<file path="src/rtl/keypad_scanner.sv">
// 4x4 matrix keypad scanner: one-cold column drive, single-key
// detection with ghost rejection and hold-until-release tracking.
module keypad_scanner #(
  parameter int SCAN_DIV = 2400
) (
  input  logic       clk,
  input  logic       reset,
  input  logic [3:0] row,
  output logic [3:0] col,
  output logic [3:0] key_code,
  output logic       key_pressed
);

  localparam int CW = (SCAN_DIV > 1) ? $clog2(SCAN_DIV) : 1;
  localparam logic [CW-1:0] LAST = CW'(SCAN_DIV - 1);

  typedef enum logic {
    SCAN,
    HOLD
  } state_t;

  state_t     state;
  logic [3:0] row_meta;
  logic [3:0] row_sync;
  logic [CW-1:0] cnt;
  logic [1:0] col_idx;
  logic [1:0] act_row;

  logic       dwell_end;
  logic [3:0] low;
  logic       one_low;
  logic [1:0] low_idx;
  logic [1:0] nxt_idx;
  logic       rec_high;

  function automatic logic [3:0] key_map(
    input logic [1:0] r,
    input logic [1:0] c
  );
    logic [3:0] k;
    case ({r, c})
      4'h0: k = 4'h1;
      4'h1: k = 4'h2;
      4'h2: k = 4'h3;
      4'h3: k = 4'hA;
      4'h4: k = 4'h4;
      4'h5: k = 4'h5;
      4'h6: k = 4'h6;
      4'h7: k = 4'hB;
      4'h8: k = 4'h7;
      4'h9: k = 4'h8;
      4'hA: k = 4'h9;
      4'hB: k = 4'hC;
      4'hC: k = 4'hE;
      4'hD: k = 4'h0;
      4'hE: k = 4'hF;
      default: k = 4'hD;
    endcase
    return k;
  endfunction

  function automatic logic [3:0] col_of(
    input logic [1:0] idx
  );
    return ~(4'b0001 << idx);
  endfunction

  always_comb begin
    dwell_end = (cnt == LAST);
    low       = ~row_sync;
    one_low   = (low != 4'd0) &&
                ((low & (low - 4'd1)) == 4'd0);
    nxt_idx   = col_idx + 2'd1;
    rec_high  = row_sync[act_row];
    low_idx   = 2'd0;
    case (1'b1)
      low[0]:  low_idx = 2'd0;
      low[1]:  low_idx = 2'd1;
      low[2]:  low_idx = 2'd2;
      low[3]:  low_idx = 2'd3;
      default: low_idx = 2'd0;
    endcase
  end

  always_ff @(posedge clk) begin
    if (reset) begin
      state       <= SCAN;
      row_meta    <= 4'b1111;
      row_sync    <= 4'b1111;
      cnt         <= '0;
      col_idx     <= 2'd0;
      col         <= 4'b1110;
      act_row     <= 2'd0;
      key_code    <= 4'd0;
      key_pressed <= 1'b0;
    end else begin
      row_meta <= row;
      row_sync <= row_meta;
      cnt      <= dwell_end ? '0 : cnt + 1'b1;
      unique case (state)
        SCAN: begin
          if (dwell_end) begin
            if (one_low) begin
              key_code    <= key_map(low_idx, col_idx);
              key_pressed <= 1'b1;
              act_row     <= low_idx;
              state       <= HOLD;
            end else begin
              col_idx <= nxt_idx;
              col     <= col_of(nxt_idx);
            end
          end
        end
        HOLD: begin
          // Only the latched row matters; no rollover.
          if (dwell_end && rec_high) begin
            key_pressed <= 1'b0;
            col_idx     <= nxt_idx;
            col         <= col_of(nxt_idx);
            state       <= SCAN;
          end
        end
        default: state <= SCAN;
      endcase
    end
  end

endmodule

</file>
<file path="config.mk">
export PLATFORM = sky130hd
export DESIGN_NAME = keypad_scanner
export DESIGN_NICKNAME = d
export VERILOG_FILES = /design/src/rtl/keypad_scanner.sv
export SDC_FILE = /design/constraint.sdc
export NUM_CORES = 1
export LEC_CHECK = 0
export ABC_AREA = 1
export ABC_CLOCK_PERIOD_IN_PS = 1610
export CAP_MARGIN = 15
export CORE_UTILIZATION = 40
export CTS_CLUSTER_DIAMETER = 80
export DETAILED_ROUTE_END_ITERATION = 10
export DONT_BUFFER_PORTS = 1
export GPL_ROUTABILITY_DRIVEN = 0
export PLACE_DENSITY = 0.54
export RECOVER_POWER = 100
export SYNTH_ARGS = -nofsm -noshare
export SYNTH_HDL_FRONTEND = slang
export SYNTH_SLANG_ARGS = --single-unit
</file>
<file path="constraint.sdc">
create_clock -name clk -period 1.61 [get_ports clk]
set_clock_uncertainty 0.05 [all_clocks]
set_input_delay 0 -clock clk [delete_from_list [all_inputs] [get_ports clk]]
set_output_delay 0 -clock clk [all_outputs]
set_load 0.01 [all_outputs]
</file>
# After elaboration in Yosys (flattened, before gate mapping)
# Memories as Yosys holds them, arrays and structs flattened. A register that Yosys moved wholly into a read port is not among the register bits.
# Index checks and enable logic that the tools add are counted.
# classes
add_sub_neg,3
magnitude_cmp,1
eq_ne,5
shift,1
mux,22
bitwise,4
n_reduce_logical,8
# ops
operator,count
2-to-1 mux 2 bit,7
"adder 12 x 1 -> 12 bit, second input constant",1
"== test 12 bit, second input constant",1
2-to-1 mux 4 bit,3
AND reduction 3 bit,3
inverter 4 bit,2
case mux 4 bit (2 select lines),1
2-to-1 mux 1 bit,7
"!= test 2 bit, second input constant",3
bitwise AND 4 bit,1
zero test 4 bit,1
case mux 1 bit (2 select lines),2
case mux 2 bit (2 select lines),1
nonzero test 4 bit,1
"left shift 1 x 2 -> 4 bit, first input constant",1
"subtractor 4 x 1 -> 4 bit, second input constant",1
"less-than comparator 2 x 3 -> 1 bit, second input constant",1
"adder 2 x 1 -> 2 bit, second input constant",1
binary-select mux 1 bit (select 2 bit),1
logical AND 1 bit,2
"!= test 2 x 1 -> 1 bit, second input constant",1
OR reduction 2 bit,1
inverter 1 bit,1
# word_totals
regBits,30
mem_bits_ro,64
in_bits,6
out_inout_bits,9
memories,1
# memory_table
memory,words,word_bits,read_ports,rd_clocked_by_memory_dff,wr,line_no,text
(name not given),16,4,1,1,0,41,"case ({r, c})"

# Depth between registers and ports, before layout
# Gate-level depths: netlist of run 1.
# logic_depth
ltp_word,8
depth_mapped,10
mapped_depth_nobuf,10

# Worst setup path after synthesis of run 1
# OpenSTA, ideal clock, no wires.
# synth_path
path_kind,register to register
startpoint,register cnt[0]
endpoint,register col_idx[0]
setup_ns,0.125
t_arrival_ns,1.299
path_slack_ns,0.136
stages_incl_launch_ff,11
path_buffers,0
period_less_slack_ns,1.474
cell_sequence,dfxtp_1 -> ha_1 -> nand2_2 -> nor2_4 -> nand2_4 -> nor2_8 -> nand3_4 -> nand2_4 -> nand2_1 -> nand2_1 -> nor2_1
# synth_via
elab_chain_cells,4
# synth_rtl
item,line_no,text
start: declaration,25,logic [CW-1:0] cnt;
start signal: assignment,99,cnt <= dwell_end ? '0 : cnt + 1'b1;
== test 12 bit *,69,dwell_end = (cnt == LAST);
logical AND 1 bit,116,if (dwell_end && rec_high) begin
!= test 2 x 1 -> 1 bit (no line),--,
AND reduction 3 bit (no line) *,--,
end signal: assignment,109,col_idx <= nxt_idx;
end signal: assignment,118,col_idx <= nxt_idx;
end: declaration,26,logic [1:0] col_idx;
# Mark *: on every way between the ends. The rest lies on a longest branch, timed or not.
# A chain may end at the register's enable or synchronous reset.

# Worst setup path in the final report of run 1
# layout_path
startpoint,register cnt[1]
endpoint,register col_idx[0]
# The elaborated chain is that of the path after synthesis.

==> reports/results.md, run 1 <==
| Quantity | This run |
|---|---|
| Final number of max-transition violations | 0 |
| GRT Overall Usage | 16.1% |
| Netlist area before placement | 0.00165 mm² |
| Data required time at the worst endpoint | 1.71 ns |
| Number of hold-slack violations in the final timing report | 0 |
| Number of clock sinks | 34 |
| Post-Syn Area per Cell | 7.61 µm² |
| Hold-critical path endpoint | row_meta[1] |
| Clock tree from TritonCTS | yes |
| Part of the Yosys area used for sequential elements | 41.2% |
| Mapped Nets | 230 |
| Number of H-tree levels | 2 |
| Ant. Diodes | 0 |
| Worst vdd ir | 0.683 mV |
| Depth of the most critical reg-to-reg path | 10 |
| Via Count | 1407 |
| Initial antenna violation count | 0 |
| Average wire length per cell after detail routing | 11.1 µm |
| Type of the most critical hold path | input pin to flip-flop |
| Number of global-route vias before repair | 1260 |
| Number of buffers between clock root and the deepest sink | 2 |
| Fraction of layout cells with a size suffix above 1 | 19.9% |
| Power density cells | 872 mW/mm² |
| Top post-synthesis cells by area | dfxtp_1, nand2_1, nand3_1 |
| Clk Latency, worst-skew pair | 0.28 ns |
| Count of synthesis-stage warnings from yosys | 0 |
| Overall die height | 66.3 µm |
| Effective utilization at floorplan | 43.5% |
| Endpoint class of the critical path | flip-flop |
| Signed area change from the synthesized netlist to the final layout | 19.9% |
| Leakage dissipation | 0.000869 µW |
| Destination of the worst register-to-register timing path | col_idx[0] |
| Pin count of the biggest net entering global routing | 16 |
| Portion of the clock cycle consumed by the worst path in the final layout | 97.9% |
| Top Ports | 15 |
| Number of standard cells after synthesis | 217 |
| Measured slew at the worst slew-check pin | 0.499 ns |
| Fin nets | 248 |
| Final Routed Wirelength | 3.16 mm |
| CP startpoint kind | flip-flop |
| Status | completed |
| Post-synthesis cell type with the largest combined area | dfxtp_1 |
| Die outline width | 66.3 µm |
| Worst rel slew slack | 66.6% |
| Total clock buffers created by CTS | 5 |
| Data arrival at the endpoint of the critical path | 1.68 ns |
| Highest attainable clock frequency | 634 MHz |
| First drt pass iteration count | 4 |
| Distinct cells, synth | 29 |
| Clock-pin transition on the worst setup and hold timing paths | 0.07 ns |
| Filler cell count | 355 |
| Final critical-path required period | 1.58 ns |
| Fin Setup TNS | 0 ns |
| Clock root buffer | clkbuf_8 |
| Iteration-0 DRC Markers | 78 |
| HP Start | row[1] |
| Global-route wire length before repair | 5.35 mm |
| Number of violations of the max-capacitance limit | 0 |
| Grt ovf | 0 |
| Standard cell core area | 0.00380 mm² |
| Antenna-violating nets left | 0 |
| Crit Reg-Reg Startpoint | cnt[1] |
| Via density per instance | 4.95 |
| CP max FO | 8 |
| Port-buffer cells | 0 |
| Flops & latches, synth | 34 |
| Kind of critical path | flip-flop to flip-flop |
| Total of endpoints with negative setup slack in the final report | 0 |
| Setup slack of the worst register-to-register path | 0.03 ns |
| Area share of the largest cell type after synthesis | 41.2% |
| Worst hold path stage count | 2 |
| Drt drc | 0 |
| Overall Power | 1730 µW |
| Die footprint | 0.00439 mm² |
| Num rows | 22 |
| Setup repair after global routing missed its margin | yes |
| Detailed placement HPWL | 2.29 mm |
cell type report:
| class | instances | area, µm² | area share [%] |
|---|---|---|---|
| repair buffers | 13 | 123 | 6.19 |
| clock inverters | 1 | 30.0 | 1.52 |
| flip-flops and latches | 34 | 686 | 34.6 |
| inverters | 27 | 101 | 5.12 |
| well taps | 48 | 60.1 | 3.03 |
| clock buffers | 7 | 76.3 | 3.85 |
| multi-input cells | 154 | 905 | 45.7 |
per-stage QoR:
step                util (%)  hold WS [ns]  area, µm²  setup WS [ns]  cells
global placement        46.2        0.0228       1760         0.0881    270
finish                  52.1         0.308       1980         0.0336    284
global route            52.1         0.304       1980        -0.0602    284
CTS                     50.3         0.295       1910         0.0159    283
detailed placement      46.2        0.0251       1760         0.0364    270
floorplan                  -        0.0538       1650          0.136    217
state kept, by name, summed over array words and instances, names as in the netlist, 2 cells and up:
register,cells
act_row,2
cnt,12
col,4
col_idx,2
key_code,4
row_meta,4
row_sync,4
how the worst max path moves through the flow:
stage / cells past startpoint / end / from / slack (ns)
2_1_floorplan: 10 / col_idx[0] / cnt[0] / 0.14
3_3_place_gp: 8 / key_code[2] / cnt[1] / 0.09
3_5_place_dp: 8 / key_code[2] / cnt[1] / 0.04
4_1_cts: 8 / act_row[1] / cnt[1] / 0.02
5_1_grt: 9 / act_row[1] / cnt[1] / -0.06
6_report: 10 / col_idx[0] / cnt[1] / 0.03
power breakdown:
group          leakage [µW]  internal [µW]  switching, µW
logic              0.000539           43.0           58.0
registers          0.000277            857           12.9
clock network     0.0000524            463            293
cells in the final DEF (no fill, tap or decap), types with 2 or more instances in the layout:
cell type and count:
dlygate4sd3_1 5, or2_2 8, dfxtp_1 32, nor2_2 3
o21ai_0 7, ha_1 6, a21oi_1 13, nor2_4 2
inv_1 26, nor2_1 17, nor3b_1 3, o21ai_1 2
nand3b_1 2, nand3_4 3, buf_4 7, clkbuf_8 5
clkbuf_1 2, nand3_1 20, nand2_4 4, nand2_2 4
nand2_1 49
cell usage after synthesis:
cell type	instances
nor2_8	1
xor2_1	1
o211ai_1	1
ha_1	7
nand2_2	2
or2_2	8
dfxtp_1	34
o21ai_0	8
nand3_4	2
nand3_1	21
nand3b_1	2
o21ai_1	1
nand3_2	1
nor2_4	2
nand2_4	3
nor3_2	1
nand2_1	52
nor4_1	1
nor3_1	1
nand4_1	1
nor2_1	18
nand4_2	1
buf_2	1
a21oi_1	14
inv_1	26
clkbuf_1	1
nor2_2	2
inv_2	1
nor3b_1	3
metal layers:
metal	vias up	routed length, µm	track usage, %
met5	-	0	0
met4	0	44	6.38
met3	7	232	6.38
met2	37	1380	25.3
met1	639	1510	19.7
li1	724	-	-
logic make-up after synthesis:
group	Yosys count	share of synthesized area (%)
flip-flops	34	41.2
XOR/XNOR	1	0.530
adder cells (fa/ha/maj)	7	5.30
AO/OA/AOI/OAI	24	7.42
buffers and inverters	29	6.67
AND/OR/NAND/NOR	122	38.9
critical path, stage by stage, from the launching register on:
cell and delay [ns]:
dfxtp_4 0.36, ha_4 0.14, nand2_4 0.06, nor2_4 0.15, nand2_4 0.08, nor2_8 0.19, nand3_4 0.15, nand2_4 0.12
nand2_1 0.05, nand2_1 0.05, nor2_1 0.04
timing repair:
item / CTS / global route
hold endpoints to repair: 22 / 0
setup buffers: 0 / 1
hold buffers: 5 / 0
resized for setup: 0 / 14
endpoints found under the setup margin: 0 / 10
No activity file was read; power rests on OpenSTA's default activity.
==> inputs of run 2 (changes only) <==
REMOVE_ABC_BUFFERS = 1   (was default)
SKIP_CTS_REPAIR_TIMING = 1   (was default)
==> reports/results.md, run 2 (same netlist as run 1, synthesis figures left out) <==
| Quantity | This run | Change |
|---|---|---|
| Grt ovf | 0 | unchanged |
| Endpoint class of the critical path | flip-flop |  |
| Drt drc | 0 | unchanged |
| Worst path buffer plus inverter count | 0 | unchanged |
| Filler cell count | 385 | +8.5% |
| Via density per instance | 4.76 | -3.9% |
| Total of endpoints with negative setup slack in the final report | 0 | unchanged |
| Crit-path most repeated cell | nand2_4 |  |
| Number of hold-slack violations in the final timing report | 14 | +14 |
| Leakage dissipation | 0.000898 µW | +3.4% |
| Top Ports | 15 | unchanged |
| Measured slew at the worst slew-check pin | 0.351 ns | -0.149 ns |
| Number of clock sinks | 34 | unchanged |
| Ant. Diodes | 0 | unchanged |
| Via Count | 1405 | -0.14% |
| Largest register FFs | 12 | unchanged |
| Portion of the clock cycle consumed by the worst path in the final layout | 97.1% | -0.80 points |
| First drt pass iteration count | 4 | unchanged |
| Count of placed standard cells in the final layout, fillers left out | 295 | +3.9% |
| CP max FO | 8 | unchanged |
| Hold Worst Slack | -0.282 ns | -0.590 ns |
| Signed area change from the synthesized netlist to the final layout | 24.4% |  |
| Effective utilization at floorplan | 43.5% | unchanged |
| Number of global-route vias before repair | 1257 | -0.24% |
| Timing startpoint of the critical path | cnt[1] |  |
| Final critical-path required period | 1.56 ns | -0.0128 ns |
| Iteration-0 DRC Markers | 45 | -42% |
| Data arrival at the endpoint of the critical path | 1.70 ns | +0.02 ns |
| Cells after DPL | 270 | unchanged |
| Clk Latency, worst-skew pair | 0.28 ns | about the same |
| Setup slack of the worst register-to-register path | 0.05 ns | about the same |
| Worst path cell trace | ha_4 -> nand2_4 -> nor2_4 -> nand2_4 -> nor2_8 -> nand3_4 -> nand2_4 -> nand2_2 -> nand2_1 -> nor2_1 |  |
| Standard cell core area | 0.00380 mm² | unchanged |
| Max incr delay on CP | 0.35 ns | about the same |
| Worst rel slew slack | 76.4% | +9.8 points |
| Fin nets | 259 | +4.4% |
| Kind of critical path | flip-flop to flip-flop |  |
| Worst setup timing slack at the placement stage | 0.00113 ns | -0.0353 ns |
| Termination of the worst setup path | col_idx[1] |  |
| Data required time at the worst endpoint | 1.74 ns | +0.03 ns |
| Most common cell after layout, fill and taps aside | nand2_1 |  |
| Detailed placement HPWL | 2.32 mm | +1.6% |
| Violations in the final reports | negative hold slack |  |
| Overall die height | 66.3 µm | unchanged |
| HP Start | reset |  |
| Number of H-tree levels | 2 | unchanged |
| Worst vdd ir | 0.499 mV | -27% |
| Fraction of layout cells with a size suffix above 1 | 22.7% | +2.8 points |
| Clock root buffer | clkbuf_8 |  |
| Global-route wire length before repair | 5.33 mm | -0.26% |
| Most frequent cells in the layout | nand2_1, dfxtp_1, inv_1 |  |
| Number of cells on the critical path | 10 | unchanged |
| Type of the most critical hold path | input pin to flip-flop |  |
| Average wire length per cell after detail routing | 11.0 µm | -1.2% |
| CP startpoint kind | flip-flop |  |
| Power density cells | 797 mW/mm² | -8.7% |
| Clock tree from TritonCTS | yes |  |
| Pin count of the biggest net entering global routing | 16 | unchanged |
| Antenna-violating nets left | 0 | unchanged |
| Highest attainable clock frequency | 640 MHz | +0.82% |
| PnR worst setup slack | 0.0464 ns | +0.0128 ns |
| GRT Overall Usage | 16.2% | +0.042 points |
| Depth of the most critical reg-to-reg path | 10 | unchanged |
| Total clock buffers created by CTS | 5 | unchanged |
| Number of buffers between clock root and the deepest sink | 2 | unchanged |
| Die outline width | 66.3 µm | unchanged |
| Initial antenna violation count | 0 | unchanged |
| Crit Reg-Reg Startpoint | cnt[1] |  |
| Clock-pin transition on the worst setup and hold timing paths | 0.07 ns | about the same |
| Highest-delay cell along the critical path | dfxtp_2 |  |
| Destination of the worst register-to-register timing path | col_idx[1] |  |
| Final number of max-transition violations | 0 | unchanged |
| Status | finished with violations |  |
| Setup repair after global routing missed its margin | yes |  |
| Number of violations of the max-capacitance limit | 0 | unchanged |
| Die footprint | 0.00439 mm² | unchanged |
| Num rows | 22 | unchanged |
| Register name with the most flops | cnt |  |
| Final Routed Wirelength | 3.25 mm | +2.6% |
| Category of cells accounting for the largest share of critical-path delay | simple AND/OR/NAND/NOR gates |  |
| Port-buffer cells | 0 | unchanged |
==> run 2: cell count changes in the layout (fill, tap and decap cells not counted), sizes merged <==
| cell | delta |
|---|---|
| dlygate4sd3 | +7 |
| clkinv | +1 |
| clkinvlp | +1 |
| buf | +3 |
| bufinv | -1 |
==> run 2: worst min-delay path by stage <==
stage | end | slack [ns] | cells after the start
after global routing | act_row[0] | -0.30 | 1
final | act_row[0] | -0.28 | 1
after detailed placement | key_code[3] | 0.02 | 1
after global placement | key_code[3] | 0.02 | 1
after floorplan | act_row[0] | 0.02 | 1
after CTS | act_row[0] | -0.28 | 1
==> run 2: stage by stage <==
step,util [%],instance area [µm²],power [µW],setup TNS (ns)
final,54.1,2050,1640,0
after global routing,54.1,2050,1720,-0.290
after CTS,48.7,1850,1630,-0.0146
after detailed placement,46.2,1760,966,0
after global placement,46.2,1760,963,0
after floorplan,-,1640,941,0
==> run 2: final cells by class <==
| class | instances | area [µm²] | area share, % |
|---|---|---|---|
| repair buffers | 24 | 208 | 10.1 |
| inverters | 27 | 101 | 4.93 |
| multi-input cells | 154 | 907 | 44.2 |
| flip-flops and latches | 34 | 683 | 33.3 |
| clock inverters | 2 | 12.5 | 0.609 |
| well taps | 48 | 60.1 | 2.92 |
| clock buffers | 6 | 82.6 | 4.02 |
==> run 2: routing by layer <==
layer	vias up	share of wire (%)	global-route usage [%]
met1	627	52	20.6
met4	0	1.0	5.59
met5	-	0	0
li1	752	-	-
met3	5	4.7	6.03
met2	21	43	24.9
==> run 2: power breakdown <==
part           internal [µW]  switching (µW)  leakage [µW]
Clock                    343             311     0.0000472
Combinational           58.3            53.8      0.000574
Sequential               857            12.7      0.000277
==> inputs of run 3 (changes only) <==
CORE_UTILIZATION = 61   (was 40)
PLACE_DENSITY = 0.77   (was 0.54)
==> reports/results.md, run 3 (same netlist as run 1, synthesis figures left out) <==
| Quantity | This run | Change |
|---|---|---|
| Fraction of layout cells with a size suffix above 1 | 19.3% | -3.3 points |
| Measured slew at the worst slew-check pin | 0.386 ns | +0.0351 ns |
| Most common cell after layout, fill and taps aside | nand2_1 |  |
| Clock root buffer | clkbuf_4 |  |
| Pin count of the biggest net entering global routing | 16 | unchanged |
| Status | finished with violations |  |
| Leakage dissipation | 0.000862 µW | -4.0% |
| Portion of the clock cycle consumed by the worst path in the final layout | 97.2% | +0.12 points |
| First drt pass iteration count | 4 | unchanged |
| Filler cell count | 196 | -49% |
| Register name with the most flops | cnt |  |
| Power density cells | 747 mW/mm² | -6.2% |
| CP startpoint kind | flip-flop |  |
| Final critical-path required period | 1.57 ns | +0.00198 ns |
| Total of endpoints with negative setup slack in the final report | 0 | unchanged |
| Global-route wire length before repair | 4.85 mm | -9.1% |
| Kind of critical path | flip-flop to flip-flop |  |
| CP max FO | 8 | unchanged |
| Number of H-tree levels | 2 | unchanged |
| Hold Worst Slack | -0.336 ns | -0.0538 ns |
| Setup slack of the worst register-to-register path | 0.04 ns | about the same |
| Via density per instance | 5.38 | +13% |
| Initial antenna violation count | 0 | unchanged |
| Most frequent cells in the layout | nand2_1, dfxtp_1, inv_1 |  |
| Ant. Diodes | 0 | unchanged |
| Die outline width | 54.0 µm | -18% |
| Setup repair after global routing missed its margin | yes |  |
| Signed area change from the synthesized netlist to the final layout | 18.6% |  |
| Port-buffer cells | 0 | unchanged |
| GRT met2 Usage | 36.8% | +12 points |
| Average wire length per cell after detail routing | 12.5 µm | +14% |
| Top Ports | 15 | unchanged |
| Number of buffers between clock root and the deepest sink | 2 | unchanged |
| Grt ovf | 0 | unchanged |
| Highest attainable clock frequency | 639 MHz | -0.13% |
| Final core area utilization | 77.7% | +24 points |
| Effective utilization at floorplan | 65.5% | +22 points |
| Clk Latency, worst-skew pair | 0.34 ns | +0.06 ns |
| Overall Power | 1460 µW | -11% |
| Type of the most critical hold path | input pin to flip-flop |  |
| Number of hold-slack violations in the final timing report | 14 | unchanged |
| Worst rel slew slack | 74.0% | -2.4 points |
| Global Route met3 Usage | 8.76% | +2.7 points |
| GRT Overall Usage | 23.7% | +7.5 points |
| Global-route met1 utilization | 29.3% | +8.7 points |
| Via Count | 1468 | +4.5% |
| Num rows | 18 | -18% |
| Die footprint | 0.00292 mm² | -33% |
| Worst vdd ir | 0.746 mV | +50% |
| Total clock buffers created by CTS | 5 | unchanged |
| Number of global-route vias before repair | 1198 | -4.7% |
| Endpoint class of the critical path | flip-flop |  |
| Final Routed Wirelength | 3.42 mm | +5.5% |
| Detailed placement HPWL | 2.36 mm | +1.4% |
| Antenna-violating nets left | 0 | unchanged |
| Iteration-0 DRC Markers | 32 | -29% |
| Clock tree from TritonCTS | yes |  |
| GRT Max-Usage Layer | met2 |  |
| Largest register FFs | 12 | unchanged |
| Drt drc | 0 | unchanged |
| Fin nets | 255 | -1.5% |
| Number of clock sinks | 34 | unchanged |
| Depth of the most critical reg-to-reg path | 10 | unchanged |
| Data required time at the worst endpoint | 1.80 ns | +0.06 ns |
| Overall die height | 54.0 µm | -18% |
| Number of violations of the max-capacitance limit | 0 | unchanged |
| Standard cell core area | 0.00252 mm² | -34% |
| Clock-pin transition on the worst setup and hold timing paths | 0.11 ns | +0.04 ns |
| Final number of max-transition violations | 0 | unchanged |
| Violations in the final reports | negative hold slack |  |
| Data arrival at the endpoint of the critical path | 1.75 ns | +0.05 ns |
| Worst hold path stage count | 1 | unchanged |
==> run 3: cell count changes in the layout (fill, tap and decap cells not counted), moves of 2 or more <==
cell,previous run,this run
nand2_2,6,4
clkbuf_4,0,5
nand2_1,47,49
buf_4,11,8
a21oi_2,3,1
a21oi_1,11,13
clkbuf_8,6,1
==> run 3: path summary, 6_finish.rpt <==
| check | from | end |
|---|---|---|
| worst max-delay path | cnt[0] | col_idx[1] |
| worst min-delay path | reset | state |
| worst max register to register | cnt[0] | col_idx[1] |
| worst min register to register | cnt[0] | cnt[0] |
==> run 3: final cells by class <==
class | count | area (µm²) | area share (%)
sequential | 34 | 686 | 35.0
inverter | 27 | 101 | 5.17
timing repair buffer | 20 | 180 | 9.20
multi-input combinational | 154 | 895 | 45.7
clock buffer | 7 | 55.1 | 2.81
tap | 30 | 37.5 | 1.92
clock inverter | 1 | 5.00 | 0.255
==> run 3: power by group <==
group	internal, µW	leakage (µW)	switching, µW
registers	856	0.000277	14.2
logic	49.6	0.000549	54.2
clock network	212	0.0000353	278
total	1120	0.000862	346
==> run 3: through the flow <==
step	std cells	setup TNS (ns)	hold slack [ns]	instance area, µm²	setup WS, ns
6_report	273	0	-0.336	1960	0.0444
3_5_place_dp	249	0	0.0237	1710	0.00861
5_1_grt	273	-0.187	-0.360	1960	-0.0669
3_3_place_gp	249	0	0.0226	1710	0.0863
4_1_cts	257	0	-0.345	1770	0.00532
2_1_floorplan	215	0	0.0191	1640	0.0687
==> run 3: per-layer routing <==
metal  part of all wire (%)  wire [µm]  vias to the layer above
met5                      0          0                        -
met4                    1.3         44                        0
met3                    6.3        216                        6
met2                     49       1660                       33
met1                     44       1500                      685
li1                       -          -                      744
==> run 3: worst max-delay path, stage by stage, from the launching register on <==
cell     delay [ns]
dfxtp_4        0.38
ha_4           0.14
nand2_4        0.06
nor2_4         0.15
nand2_4        0.08
nor2_8         0.19
nand3_4        0.14
nand2_4        0.13
nand2_2        0.05
nand2_1        0.05
nor2_1         0.04
